[config.mk]
export PLATFORM = sky130hd
export DESIGN_NAME = sram_ring_master
export DESIGN_NICKNAME = d
export VERILOG_FILES = /design/src/rtl/sram_ring_master.sv
export SDC_FILE = /design/constraint.sdc
export NUM_CORES = 1
export LEC_CHECK = 0
export CORE_ASPECT_RATIO = 0.8
export CORE_MARGIN = 3
export CORE_UTILIZATION = 53
export DETAILED_ROUTE_END_ITERATION = 10
export PLACE_DENSITY_LB_ADDON = 0.1
export SYNTH_ARGS = -nofsm -noshare
export SYNTH_HDL_FRONTEND = slang
export SYNTH_SLANG_ARGS = --single-unit
export TNS_END_PERCENT = 5
[constraint.sdc]
create_clock -name clk -period 3.1 [get_ports clk]
set_input_delay 0.62 -clock clk [delete_from_list [all_inputs] [get_ports clk]]
set_output_delay 0.62 -clock clk [all_outputs]
set_load 0.02 [all_outputs]
[src/rtl/sram_ring_master.sv]
// rtl/sram_ring_master.sv - circular FIFO initiator over the single-port SRAM controller
// One write holding register and one read output register share a single request channel.
module sram_ring_master #(
  parameter int unsigned ADDR_W    = 16,
  parameter logic [15:0] BASE_ADDR = 16'h0000
) (
  input  logic            clk,
  input  logic            reset_n,
  input  logic            clear,
  input  logic            wr_valid,
  input  logic [15:0]     wr_data,
  output logic            wr_ready,
  output logic            rd_valid,
  output logic [15:0]     rd_data,
  input  logic            rd_ready,
  output logic [ADDR_W:0] level,
  output logic            full,
  output logic            empty,
  input  logic            ctrl_ready,
  input  logic [15:0]     ctrl_rdata,
  output logic            ctrl_start_n,
  output logic            ctrl_rw,
  output logic [15:0]     ctrl_addr,
  output logic [15:0]     ctrl_wdata
);

  localparam logic [1:0] S_IDLE = 2'd0;
  localparam logic [1:0] S_REQ  = 2'd1;
  localparam logic [1:0] S_BUSY = 2'd2;
  localparam logic [1:0] S_WAIT = 2'd3;

  localparam logic GRANT_W = 1'b0;
  localparam logic GRANT_R = 1'b1;

  localparam logic [ADDR_W:0]   DEPTH   = {1'b1, {ADDR_W{1'b0}}};
  localparam logic [ADDR_W:0]   LVL_ONE = (ADDR_W+1)'(1);
  localparam logic [ADDR_W-1:0] PTR_ONE = ADDR_W'(1);

  logic [1:0]        state_q, state_d;
  logic              ctrl_start_n_q, ctrl_start_n_d;
  logic              ctrl_rw_q, ctrl_rw_d;
  logic [15:0]       ctrl_addr_q, ctrl_addr_d;
  logic [15:0]       ctrl_wdata_q, ctrl_wdata_d;
  logic              rd_valid_q, rd_valid_d;
  logic [15:0]       rd_data_q, rd_data_d;
  logic [ADDR_W:0]   level_q, level_d;
  logic [ADDR_W-1:0] wr_ptr_q, wr_ptr_d;
  logic [ADDR_W-1:0] rd_ptr_q, rd_ptr_d;
  logic              hold_valid_q, hold_valid_d;
  logic [15:0]       hold_data_q, hold_data_d;
  logic              last_grant_q, last_grant_d;
  logic              discard_q, discard_d;

  logic w_ok;
  logic r_ok;
  logic pick_r;

  assign full     = (level_q == DEPTH);
  assign empty    = (level_q == '0);
  assign wr_ready = !hold_valid_q && !clear;
  assign w_ok     = hold_valid_q && !full;
  assign r_ok     = !rd_valid_q && !empty;

  assign rd_valid     = rd_valid_q;
  assign rd_data      = rd_data_q;
  assign level        = level_q;
  assign ctrl_start_n = ctrl_start_n_q;
  assign ctrl_rw      = ctrl_rw_q;
  assign ctrl_addr    = ctrl_addr_q;
  assign ctrl_wdata   = ctrl_wdata_q;

  always_comb begin
    state_d        = state_q;
    ctrl_start_n_d = ctrl_start_n_q;
    ctrl_rw_d      = ctrl_rw_q;
    ctrl_addr_d    = ctrl_addr_q;
    ctrl_wdata_d   = ctrl_wdata_q;
    rd_valid_d     = rd_valid_q;
    rd_data_d      = rd_data_q;
    level_d        = level_q;
    wr_ptr_d       = wr_ptr_q;
    rd_ptr_d       = rd_ptr_q;
    hold_valid_d   = hold_valid_q;
    hold_data_d    = hold_data_q;
    last_grant_d   = last_grant_q;
    discard_d      = discard_q;
    pick_r         = 1'b0;

    if (rd_valid_q && rd_ready) begin
      rd_valid_d = 1'b0;
    end
    if (wr_valid && wr_ready) begin
      hold_valid_d = 1'b1;
      hold_data_d  = wr_data;
    end

    case (state_q)
      S_IDLE: begin
        // A grant alongside clear would use pointers that are about to be zeroed.
        if (ctrl_ready && !clear && (w_ok || r_ok)) begin
          pick_r         = r_ok && (!w_ok || (last_grant_q == GRANT_W));
          last_grant_d   = pick_r ? GRANT_R : GRANT_W;
          ctrl_rw_d      = pick_r;
          ctrl_addr_d    = BASE_ADDR | (pick_r ? 16'(rd_ptr_q) : 16'(wr_ptr_q));
          ctrl_wdata_d   = hold_data_q;
          ctrl_start_n_d = 1'b0;
          state_d        = S_REQ;
        end
      end
      S_REQ: begin
        ctrl_start_n_d = 1'b1;
        state_d        = S_BUSY;
      end
      S_BUSY: begin
        state_d = S_WAIT;
      end
      default: begin
        if (ctrl_ready) begin
          state_d = S_IDLE;
          if (!discard_q) begin
            if (ctrl_rw_q) begin
              rd_data_d  = ctrl_rdata;
              rd_valid_d = 1'b1;
              rd_ptr_d   = rd_ptr_q + PTR_ONE;
              level_d    = level_q - LVL_ONE;
            end else begin
              hold_valid_d = 1'b0;
              wr_ptr_d     = wr_ptr_q + PTR_ONE;
              level_d      = level_q + LVL_ONE;
            end
          end
        end
      end
    endcase

    // A flushed ring must ignore whatever the in-flight transaction returns.
    if (state_d == S_IDLE) begin
      discard_d = 1'b0;
    end else if (clear) begin
      discard_d = 1'b1;
    end

    if (clear) begin
      wr_ptr_d     = '0;
      rd_ptr_d     = '0;
      level_d      = '0;
      hold_valid_d = 1'b0;
      rd_valid_d   = 1'b0;
    end
  end

  always_ff @(posedge clk or negedge reset_n) begin
    if (!reset_n) begin
      state_q        <= S_IDLE;
      ctrl_start_n_q <= 1'b1;
      ctrl_rw_q      <= 1'b1;
      ctrl_addr_q    <= '0;
      ctrl_wdata_q   <= '0;
      rd_valid_q     <= 1'b0;
      rd_data_q      <= '0;
      level_q        <= '0;
      wr_ptr_q       <= '0;
      rd_ptr_q       <= '0;
      hold_valid_q   <= 1'b0;
      hold_data_q    <= '0;
      last_grant_q   <= GRANT_R;
      discard_q      <= 1'b0;
    end else begin
      state_q        <= state_d;
      ctrl_start_n_q <= ctrl_start_n_d;
      ctrl_rw_q      <= ctrl_rw_d;
      ctrl_addr_q    <= ctrl_addr_d;
      ctrl_wdata_q   <= ctrl_wdata_d;
      rd_valid_q     <= rd_valid_d;
      rd_data_q      <= rd_data_d;
      level_q        <= level_d;
      wr_ptr_q       <= wr_ptr_d;
      rd_ptr_q       <= rd_ptr_d;
      hold_valid_q   <= hold_valid_d;
      hold_data_q    <= hold_data_d;
      last_grant_q   <= last_grant_d;
      discard_q      <= discard_d;
    end
  end

endmodule
==> impl_metrics.ini <==
[die]
dieArea_um2 = 12500
io_pins = 109
fp.dieW_um = 124
coreArea_um2 = 10600
initial_core_util_pct = 56.3
die_h_um = 101
rows = 33

[timing]
period_share_pct = 91.7
fin_tns_setup_ns = 0
finalHoldViolCount = 0
period_minus_slack_ns = 2.84
finClkSkew_ns = 0.00717
max_slew_margin_pct = 38.1
max_freq_mhz = 352
slew_viol_final = 0
whs_ns = 0.185
setup_viol = 0
grt_setup_unrepaired = false
worst-slew-pin-transition_ns = 0.925

[global_route]
antenna_found_initial = 0
grt_pass1_wl_um = 23400
grt_max_degree = 50
grt_pass1_vias = 4748
gr-total-overflow = 0
track_usage_pct = 23.1

[setup_path]
crit_fanout = 6
rrSetupSlack_ns = 0.42
crit_path_end_kind = primary output
crit_required_ns = 2.48
criticalPathCategory = reg -> out
critPathLaunchType = flip-flop
crit_arrival_ns = 2.22

[logic_synthesis]
synth_cell_type_count = 52
syn-mean-instance-area_um2 = 10.2
synth_top_area_share_pct = 49.7
yosys_most_used_dff = dfrtp_1
yosysSeqAreaShare_pct = 50.5
synthTopCellsByArea = dfrtp_1, nand2_1, mux2_2
synth-edff-count = 0
synth_area_um2 = 5950
yosysTopAreaCell = dfrtp_1
syn-instance-count = 583
ys_async_sr_fraction_pct = 100
synth-seq-cells = 120
yosys_warnings = 0
syn-num-nets = 643

[cts]
clk_latency_ns = 0.41
clkTransAtPathRegs_ns = 0.06
ctsLongestPathBuffers = 2
root_buffer = clkbuf_16
clock-sinks = 120
cts_tree = built
htreeDepth = 4
numCtsBuffers = 17

[layout]
areaGrowthSynthToFinish_pct = 31.7
insertedDiodeCount = 0
instances_no_fill = 849
final_common_cell = dfrtp_1
final_net_count = 756
final_cell_mix = dfrtp_1, clkdlybuf4s50_1, nand2_1
post-route-cell-area_um2 = 7830
drive_gt1_share_pct = 12.6

[power_and_ir_drop]
clkPwrFrac_pct = 35.1
p_seq_share_pct = 32.9
power.total_mw = 6.12
p_int_mw = 4.19
p_per_area_nw_per_um2 = 782
swShare_pct = 31.6
peakVddDrop_mv = 0.724
p_leak_nw = 3.42
p_comb_share_pct = 32.0
p_sw_mw = 1.94

[drt]
via_per_inst = 5.63
met2_length_um = 7010
final_antenna_net_count = 0
routed.top_layer = met4
dr.pass1.iters = 5
met1_length_um = 6150
wl_per_cell_um = 16.8
routed-wl-met3_um = 908
drt_iter0_markers = 247
wl_um = 14200
vias = 4777
remaining_drc_errors = 0

[worst_hold_path]
hold_class = in -> async

[placed_design]
portBuffers = 108
hpwl_um = 9700
dp.cells = 816
post_dp_cell_area_um2 = 7180
gp_congestion = 0.852

[job]
drv_cap = 0

[status]
status = completed
-- Yosys cell counts, drive strengths merged (9+ instances only) --
master	n
dfrtp	118
nand2	102
nor2	50
o21ai	38
mux2	34
a21oi	32
ha	21
xor2	19
mux2i	18
clkbuf	15
xnor2	14
buf	10
nand3	10
nand4	10
a211oi	9
-- worst paths after layout --
kind                                   startpoint                         to  depth (start not counted)
max                          level[0]$_DFFE_PN0P_                       full                          4
min in group clk           rd_data[8]$_DFFE_PN0P_     rd_data[8]$_DFFE_PN0P_                          2
min                                       reset_n  ctrl_addr[13]$_DFFE_PN0P_                          1
max in group asynchronous                 reset_n        ctrl_rw$_DFFE_PN1P_                          2
min reg2reg                rd_data[8]$_DFFE_PN0P_     rd_data[8]$_DFFE_PN0P_                          2
max reg2reg                   ctrl_rw$_DFFE_PN1P_      level[15]$_DFFE_PN0P_                          7
-- logic make-up after synthesis --
family,after synthesis,synth area share (%)
simple gates,215,16.6
flops,120,50.5
compound gates,108,11.1
mux,52,9.47
xor+xnor,33,4.86
buf+inv,33,2.69
fa+ha+maj,22,4.75
-- critical path, cell delays in order (launching register included) --
cell and delay, ns:
dfrtp_1 0.46, nor4_2 0.37, nand4_1 0.20, nor2_1 0.15
clkdlybuf4s50_1 0.64
-- through the flow --
step / util, % / worst slack, ns
floorplan: - / 0.750
CTS: 74.0 / 0.0900
finish: 74.1 / 0.258
global route: 74.1 / 0.131
detailed placement: 67.9 / 0.401
global placement: 67.9 / 0.407
-- per-layer routing --
layer | up-vias | GRT usage, %
met5 | - | 0
met4 | 0 | 6.23
met3 | 18 | 6.73
met2 | 168 | 38.7
met1 | 2313 | 29.9
li1 | 2278 | -
-- flip-flops by register name (all words and copies together), names as in the netlist, 2 cells and up --
name         count
rd_ptr_q        16
rd_data         16
state_q          2
ctrl_wdata      16
hold_data_q     16
level           17
wr_ptr_q        16
ctrl_addr       16
-- timing repair --
item | 4_1_cts | 5_1_grt
buffers inserted | 0 | 1
hold buffers | 0 | 0
gates resized for setup | 1 | 0
hold endpoints to repair | 0 | 0
pin swaps | 0 | 1
setup endpoints to repair | 1 | 1
-- cell type report --
| type | instances | area (um2) |
|---|---|---|
| clock inverter | 12 | 198 |
| tap | 140 | 175 |
| sequential | 120 | 3010 |
| multi-input combinational | 430 | 2810 |
| fill | 751 | 2740 |
| inverter | 8 | 30.0 |
| timing repair buffer | 119 | 1170 |
| clock buffer | 20 | 447 |
-- power groups by stage --
stage	clock, mW	combinational [mW]	sequential [mW]
after floorplan	0	1.06	2.21
after global placement	0	1.90	2.02
after detailed placement	0	1.94	2.04
after CTS	2.18	1.95	2.02
after global routing	2.25	2.10	2.05
final	2.15	1.96	2.02
Power figures use the tool's default switching activity.
